===== config.mk =====
export PLATFORM = sky130hd
export DESIGN_NAME = flash_reader
export DESIGN_NICKNAME = d
export VERILOG_FILES = /design/src/rtl/flash_reader.sv
export SDC_FILE = /design/constraint.sdc
export NUM_CORES = 1
export LEC_CHECK = 0
export CELL_PAD_IN_SITES_DETAIL_PLACEMENT = 1
export CELL_PAD_IN_SITES_GLOBAL_PLACEMENT = 2
export CORE_MARGIN = 3
export CORE_UTILIZATION = 31
export CTS_CLUSTER_DIAMETER = 200
export DETAILED_ROUTE_END_ITERATION = 6
export GPL_ROUTABILITY_DRIVEN = 0
export PLACE_DENSITY_LB_ADDON = 0.1
export SYNTH_ARGS = -nofsm -noshare
export SYNTH_HDL_FRONTEND = slang
export SYNTH_SLANG_ARGS = --single-unit

===== constraint.sdc =====
create_clock -name i_clk -period 3.85 [get_ports i_clk]
set_input_delay 0.77 -clock i_clk [delete_from_list [all_inputs] [get_ports i_clk]]
set_output_delay 0.77 -clock i_clk [all_outputs]
set_load 0.01 [all_outputs]

===== src/rtl/flash_reader.sv =====
// SPI READ burst sequencer on the flash register bus; streams read bytes out over valid/ready.
// Optional wake frame (0xAB + settle delay) before the first burst after reset: FLASH_READER_WAKE_EN.
//
//   state   | meaning
//   --------+--------------------------------------------------------------
//   IDLE    | waiting for i_req
//   CS_OFF  | write CS=0 (release, guarantees a clean frame start)
//   CS_ON   | write CS=1 (assert)
//   TX      | write DO with header / dummy / wake byte
//   GAP     | one idle cycle before status polling
//   POLL    | read DR
//   PCHK    | test DR bit 0; loop to POLL until set
//   RD      | read DI
//   CAP     | latch DI read data into the output byte
//   OUT     | present byte, wait for i_ready
//   END     | write CS=0 (release)
//   WAIT    | wake settle delay (wake build only)
//   DONE    | o_done pulse
module flash_reader #(
    parameter int          LEN_W       = 16,
    parameter logic [7:0]  CMD_READ    = 8'h03,
    parameter int          WAKE_CYCLES = 64
) (
    input  logic             i_clk,
    input  logic             i_rst_n,
    input  logic             i_req,
    input  logic [23:0]      i_faddr,
    input  logic [LEN_W-1:0] i_len,
    output logic             o_busy,
    output logic             o_done,
    output logic             o_valid,
    output logic [7:0]       o_data,
    input  logic             i_ready,
    output logic             o_en,
    output logic             o_wr,
    output logic [3:0]       o_addr,
    output logic [7:0]       o_wdata,
    input  logic [7:0]       i_rdata
);

    localparam logic [3:0] REG_CS = 4'd0;
    localparam logic [3:0] REG_DO = 4'd1;
    localparam logic [3:0] REG_DR = 4'd2;
    localparam logic [3:0] REG_DI = 4'd3;
    localparam logic [7:0] CMD_WAKE = 8'hAB;

    typedef enum logic [3:0] {
        ST_IDLE,
        ST_CS_OFF,
        ST_CS_ON,
        ST_TX,
        ST_GAP,
        ST_POLL,
        ST_PCHK,
        ST_RD,
        ST_CAP,
        ST_OUT,
        ST_END,
        ST_WAIT,
        ST_DONE
    } state_t;

    state_t             state_q, state_d;
    logic [23:0]        faddr_q, faddr_d;
    logic [LEN_W-1:0]   rem_q, rem_d;
    logic [1:0]         hdr_idx_q, hdr_idx_d;
    logic               data_ph_q, data_ph_d;
    logic [7:0]         data_q, data_d;
    logic [7:0]         tx_byte;
    logic               wake_pend;
    logic               wait_done;

`ifdef FLASH_READER_WAKE_EN
    localparam int WAIT_W = $clog2(WAKE_CYCLES + 1);

    logic              wake_pend_q, wake_pend_d;
    logic [WAIT_W-1:0] wait_cnt_q, wait_cnt_d;

    // Down-counter reloads whenever the FSM is outside WAIT; the pending flag
    // drops at terminal count so the following CS_OFF starts the real burst.
    always_comb begin
        wake_pend_d = wake_pend_q;
        wait_cnt_d  = WAIT_W'(WAKE_CYCLES - 1);
        if (state_q == ST_WAIT) begin
            if (wait_cnt_q != '0) begin
                wait_cnt_d = wait_cnt_q - WAIT_W'(1);
            end else begin
                wait_cnt_d  = '0;
                wake_pend_d = 1'b0;
            end
        end
    end

    always_ff @(posedge i_clk or negedge i_rst_n) begin
        if (!i_rst_n) begin
            wake_pend_q <= 1'b1;
            wait_cnt_q  <= '0;
        end else begin
            wake_pend_q <= wake_pend_d;
            wait_cnt_q  <= wait_cnt_d;
        end
    end

    assign wake_pend = wake_pend_q;
    assign wait_done = (wait_cnt_q == '0);
`else
    assign wake_pend = 1'b0;
    assign wait_done = 1'b1;
`endif

    always_comb begin
        tx_byte = 8'h00;
        if (wake_pend) begin
            tx_byte = CMD_WAKE;
        end else if (!data_ph_q) begin
            case (hdr_idx_q)
                2'd0:    tx_byte = CMD_READ;
                2'd1:    tx_byte = faddr_q[23:16];
                2'd2:    tx_byte = faddr_q[15:8];
                default: tx_byte = faddr_q[7:0];
            endcase
        end
    end

    always_comb begin
        state_d   = state_q;
        faddr_d   = faddr_q;
        rem_d     = rem_q;
        hdr_idx_d = hdr_idx_q;
        data_ph_d = data_ph_q;
        data_d    = data_q;
        o_busy    = 1'b1;
        o_done    = 1'b0;
        o_valid   = 1'b0;
        o_en      = 1'b0;
        o_wr      = 1'b0;
        o_addr    = REG_CS;
        o_wdata   = 8'h00;

        case (state_q)
            ST_IDLE: begin
                o_busy = 1'b0;
                if (i_req) begin
                    faddr_d   = i_faddr;
                    rem_d     = i_len;
                    hdr_idx_d = 2'd0;
                    data_ph_d = 1'b0;
                    state_d   = (i_len == '0) ? ST_DONE : ST_CS_OFF;
                end
            end
            ST_CS_OFF: begin
                o_en    = 1'b1;
                o_wr    = 1'b1;
                o_addr  = REG_CS;
                o_wdata = 8'h00;
                state_d = ST_CS_ON;
            end
            ST_CS_ON: begin
                o_en    = 1'b1;
                o_wr    = 1'b1;
                o_addr  = REG_CS;
                o_wdata = 8'h01;
                state_d = ST_TX;
            end
            ST_TX: begin
                o_en    = 1'b1;
                o_wr    = 1'b1;
                o_addr  = REG_DO;
                o_wdata = tx_byte;
                state_d = ST_GAP;
            end
            ST_GAP: begin
                state_d = ST_POLL;
            end
            ST_POLL: begin
                o_en    = 1'b1;
                o_addr  = REG_DR;
                state_d = ST_PCHK;
            end
            ST_PCHK: begin
                if (!i_rdata[0]) begin
                    state_d = ST_POLL;
                end else if (wake_pend) begin
                    state_d = ST_END;
                end else if (data_ph_q) begin
                    state_d = ST_RD;
                end else if (hdr_idx_q == 2'd3) begin
                    data_ph_d = 1'b1;
                    state_d   = ST_TX;
                end else begin
                    hdr_idx_d = hdr_idx_q + 2'd1;
                    state_d   = ST_TX;
                end
            end
            ST_RD: begin
                o_en    = 1'b1;
                o_addr  = REG_DI;
                state_d = ST_CAP;
            end
            ST_CAP: begin
                data_d  = i_rdata;
                state_d = ST_OUT;
            end
            ST_OUT: begin
                o_valid = 1'b1;
                // No skid buffer: the next DO write waits for this byte to leave.
                if (i_ready) begin
                    if (rem_q != '0) begin
                        rem_d = rem_q - LEN_W'(1);
                    end
                    state_d = (rem_q <= LEN_W'(1)) ? ST_END : ST_TX;
                end
            end
            ST_END: begin
                o_en    = 1'b1;
                o_wr    = 1'b1;
                o_addr  = REG_CS;
                o_wdata = 8'h00;
                state_d = wake_pend ? ST_WAIT : ST_DONE;
            end
            ST_WAIT: begin
                if (wait_done) begin
                    state_d = ST_CS_OFF;
                end
            end
            ST_DONE: begin
                o_done  = 1'b1;
                state_d = ST_IDLE;
            end
            default: begin
                state_d = ST_IDLE;
            end
        endcase
    end

    always_ff @(posedge i_clk or negedge i_rst_n) begin
        if (!i_rst_n) begin
            state_q   <= ST_IDLE;
            faddr_q   <= '0;
            rem_q     <= '0;
            hdr_idx_q <= '0;
            data_ph_q <= 1'b0;
            data_q    <= '0;
        end else begin
            state_q   <= state_d;
            faddr_q   <= faddr_d;
            rem_q     <= rem_d;
            hdr_idx_q <= hdr_idx_d;
            data_ph_q <= data_ph_d;
            data_q    <= data_d;
        end
    end

    assign o_data = data_q;

endmodule

# --- Yosys cells after proc, flatten, opt, wreduce, memory -nomap -nowiden ---
# Index checks and enable logic that the tools add are counted.
classes:
  add_sub_neg: 2
  order_cmp: 1
  n_eq_ne: 21
  mux: 30
  reduce_logical: 13
ops:
  columns: ["operator", "n"]
  rows:
  - ["two-way mux 16 bit", 3]
  - ["case mux 4 bit (12 select lines)", 1]
  - ["case mux 16 bit (2 select lines)", 1]
  - ["case mux 8 bit (3 select lines)", 1]
  - ["== test 4 bit, second input constant", 5]
  - ["== test 4 x 3 -> 1 bit, second input constant", 4]
  - ["less-or-equal comparator 16 x 1 -> 1 bit, second input constant", 1]
  - ["logical NOT 16 bit", 1]
  - ["two-way mux 4 bit", 4]
  - ["case mux 8 bit (2 select lines)", 1]
  - ["nonzero test 16 bit", 1]
  - ["subtractor 16 x 1 -> 16 bit, second input constant", 1]
  - ["inequality test 2 bit, second input constant", 6]
  - ["two-way mux 1 bit", 9]
  - ["== test 4 x 2 -> 1 bit, second input constant", 2]
  - ["two-way mux 2 bit", 4]
  - ["two-way mux 8 bit", 1]
  - ["two-way mux 3 bit", 2]
  - ["case mux 2 bit (3 select lines)", 1]
  - ["OR reduction 6 bit", 1]
  - ["AND reduction 5 bit", 1]
  - ["== test 2 bit, second input constant", 2]
  - ["== test 4 x 1 -> 1 bit, second input constant", 1]
  - ["logical NOT 4 bit", 1]
  - ["other kinds (10)", 12]
word_totals:
  reg_bits: 55
  in_bits: 52
  out_inout_bits: 25
  wordCells: 73

# --- Logic depth before layout (Yosys ltp) ---
depth:
  depth_word: 5
  depth_mapped: 7
  ltp_nobuf: 6

# --- Worst setup path after synthesis ---
# No wires, ideal clock.
synth_path:
  path_kind: "reg-to-output"
  start: "register state_q[1]"
  end: "output port o_wdata[0]"
  arrival_time_ns: 1.472
  required_ns: 3.080
  setup_slack_ns: 1.608
  path_stages_with_launch: 6
  n_path_buf: 2
  cell_sequence: "dfrtp_1 clkbuf_1 nand2_1 or4_1 clkbuf_1 o32ai_1"
synth_between:
  elab_chain_len: 2
  word_cells_on_any_way: 3
  cone_classes: "2 x eq/ne; 1 x mux"
synth_lines:
  columns: ["element", "line_no", "rtl"]
  rows:
  - ["from (decl)", "63", "state_t state_q, state_d;"]
  - ["from (signal assigned)", "245", "state_q <= state_d;"]
  - ["== test 4 x 2 -> 1 bit", "140", "case (state_q)"]
  - ["case mux 8 bit (2 select lines) *", "140", null]
  - ["to (decl)", "37", "output logic [7:0] o_wdata,"]
# Mark *: on every way between the ends. The rest lies on a longest branch, timed or not.

# --- Worst setup path in the final report ---
layout_path:
  start: "register state_q[0]"
  end: "output port o_wdata[0]"
# The elaborated chain is that of the path after synthesis.

==> impl_metrics.yaml <==
status:
  status: "complete, no violations"
die:
  row_count: 35
  die_y_um: 106
  die_area_um2: 11300
  start_util_pct: 32.8
  die_w_um: 106
  core_um2: 9500
  ioPinCount: 77
power:
  total_power_mw: 2.67
  cellPowerDensity_nw_per_um2: 660
  static-leakage-power_nw: 1.72
  worst_ir_drop_vdd_uv: 208
cts:
  cts_hold_buf: 0
  cts_resized: 0
  tritoncts: "yes"
  clk_path_buf_depth: 2
  cts.sinks: 55
  clk_latency_ns: 0.32
  clock_tree.root_cell: "clkbuf_8"
  post-cts-setup-buffers: 0
  cts.htree.levels: 2
  numCtsBuffers: 5
  path_clk_slew_ns: 0.11
layout:
  fill_cells: 1125
  multi_input_area_um2: 1590
  register_area_um2: 1380
  drive_gt1_share_pct: 6.78
  nets: 486
  stdcell_area_um2: 4040
  area_growth_pct: 29.6
  antenna_cells: 0
  final-instance-count-excl-fill: 557
global_route:
  antenna_found_initial: 0
  grt_max_degree: 34
  grt.overflow.total: 0
  grt_pass1_wl_mm: 15.1
  grtUsageTotal_pct: 16.5
  grt_pass1_vias: 2889
route:
  drtIter0Drc: 106
  remaining_drc_errors: 0
  wl_met3_um: 350
  drt_first_pass_iters: 4
  wl_per_cell_um: 16.3
  antenna_left: 0
  wl_mm: 9.07
  vias: 2846
  avgViaCountPerCell: 5.11
  m1WireLength_mm: 4.65
  top_layer: "met4"
  dr_wl_met2_mm: 3.99
logic_synthesis:
  synthArstFlopShare_pct: 100
  synth_warnings: 0
  synth_edf_count: 0
  synth-main-ff-cell: "dfrtp_1"
  syn_avg_cell_area_um2: 8.57
  synth_area_um2: 3120
  ys_seq_elements: 55
  synth.most_common_cell: "nand2_1"
  synth_top_area_share_pct: 44.1
  synth_top_cells_by_area: "dfrtp_1 (44%), nand2_1 (9.7%), nor2_1 (4.1%)"
  syn_inst: 364
  synthTopCellsByCount: "nand2_1 (81), dfrtp_1 (55), nor2_1 (34), a21oi_1 (24), clkbuf_1 (19)"
  synth-seq-area-share_pct: 44.1
  synth.distinct_cells: 53
  yosysTopAreaCell: "dfrtp_1"
run:
  maxCapViolations: 0
worst_setup_path:
  cp_max_fo: 17
  cp.arrival_ns: 2.41
  critPathKind: "reg2out"
  critPathLaunchType: "flop"
  end_kind: "output pin"
  critPathRequiredTime_ns: 3.08
sta:
  relSlewSlack_pct: 27.0
  fmax_ghz: 0.314
  finalMaxSlewViolations: 0
  tns_ns: 0
  finalClockSkew_ns: 0.0120
  min_period_over_period_pct: 82.7
  tightest_slew_ns: 1.09
  hold_viol: 0
  setup_violations: 0
  hold_slack_ns: 0.487
  rsz0062_at_grt: "false"
  post-route-min-period_ns: 3.18
placement:
  dpl_cell_area_um2: 3950
  place_inst: 549
  port_buffers: 74
  dp_hpwl_mm: 6.59
hold_path:
  hold_class: "reg2reg"
==> final timing paths <==
path,startpoint,to,slack [ns],cells past startpoint
setup / recovery,state_q[0],o_wdata[0],0.67,4
hold / removal,faddr_q[21],faddr_q[21],0.49,2
setup reg to reg,rem_q[4],rem_q[13],1.13,4
hold reg to reg,faddr_q[21],faddr_q[21],0.49,2
max in group asynchronous,i_rst_n,rem_q[13],2.52,2
min in group asynchronous,i_rst_n,faddr_q[9],0.50,1
==> cell type report <==
cell class | instances | share of cell area (%)
well taps | 129 | 3.99
inverters | 13 | 1.21
clock inverters | 3 | 0.650
multi-input cells | 273 | 39.3
repair buffers | 79 | 19.1
flip-flops and latches | 55 | 34.1
clock buffers | 5 | 1.70
==> worst max-delay path: stages, from the launching register on <==
cell	delay (ns)
dfrtp_1	0.64
nand2_1	0.11
or4_1	0.58
o32ai_1	0.18
clkdlybuf4s50_1	0.58
==> per-layer routing <==
layer	track usage, %	vias up
li1	-	1411
met1	24.6	1377
met2	24.6	51
met3	2.91	7
met4	3.89	0
met5	0	-
==> layout by cell type (no fill, tap or decap), types with 3 or more instances in the layout <==
cell and instances:
nand2_1 81, clkdlybuf4s50_1 73, dfrtp_1 55, nor2_1 33
a21oi_1 24, inv_1 12, o21ai_0 12, a22oi_1 11
nor4_1 11, mux2_2 8, ha_1 7, nor3_1 6
o211ai_1 6, or3_1 5, o22ai_1 5, o31a_1 5
o2bb2ai_1 5, clkbuf_8 5, buf_4 5, or4_1 4
nand2b_1 4, o221ai_1 4, nor2b_1 3, o31ai_1 3
==> cell families after synthesis <==
kind of cell	count (synthesis)	share of synthesized area, %
AO/OA/AOI/OAI	89	19.2
adder cells (fa/ha/maj)	7	2.81
AND/OR/NAND/NOR	164	24.7
flip-flops	55	44.1
XOR/XNOR	1	0.281
buffers and inverters	37	5.21
other	1	0.120
multiplexers	10	3.53
==> registers in the layout (all words and copies together), names as in the netlist <==
register,count
data_ph_q,1
state_q,4
o_data,8
rem_q,16
hdr_idx_q,2
faddr_q,24
==> per-stage QoR <==
stage / setup slack (ns) / utilization, %
finish: 0.665 / 42.5
global route: 0.459 / 42.5
CTS: 0.605 / 42.5
detailed placement: 0.979 / 41.5
global placement: 1.02 / 41.5
floorplan: 1.61 / -
==> report_power, final <==
part	internal (mW)	switching, mW
Combinational	0.585	0.640
Clock	0.135	0.216
Sequential	0.841	0.252
(Power assumes the default switching activity.)
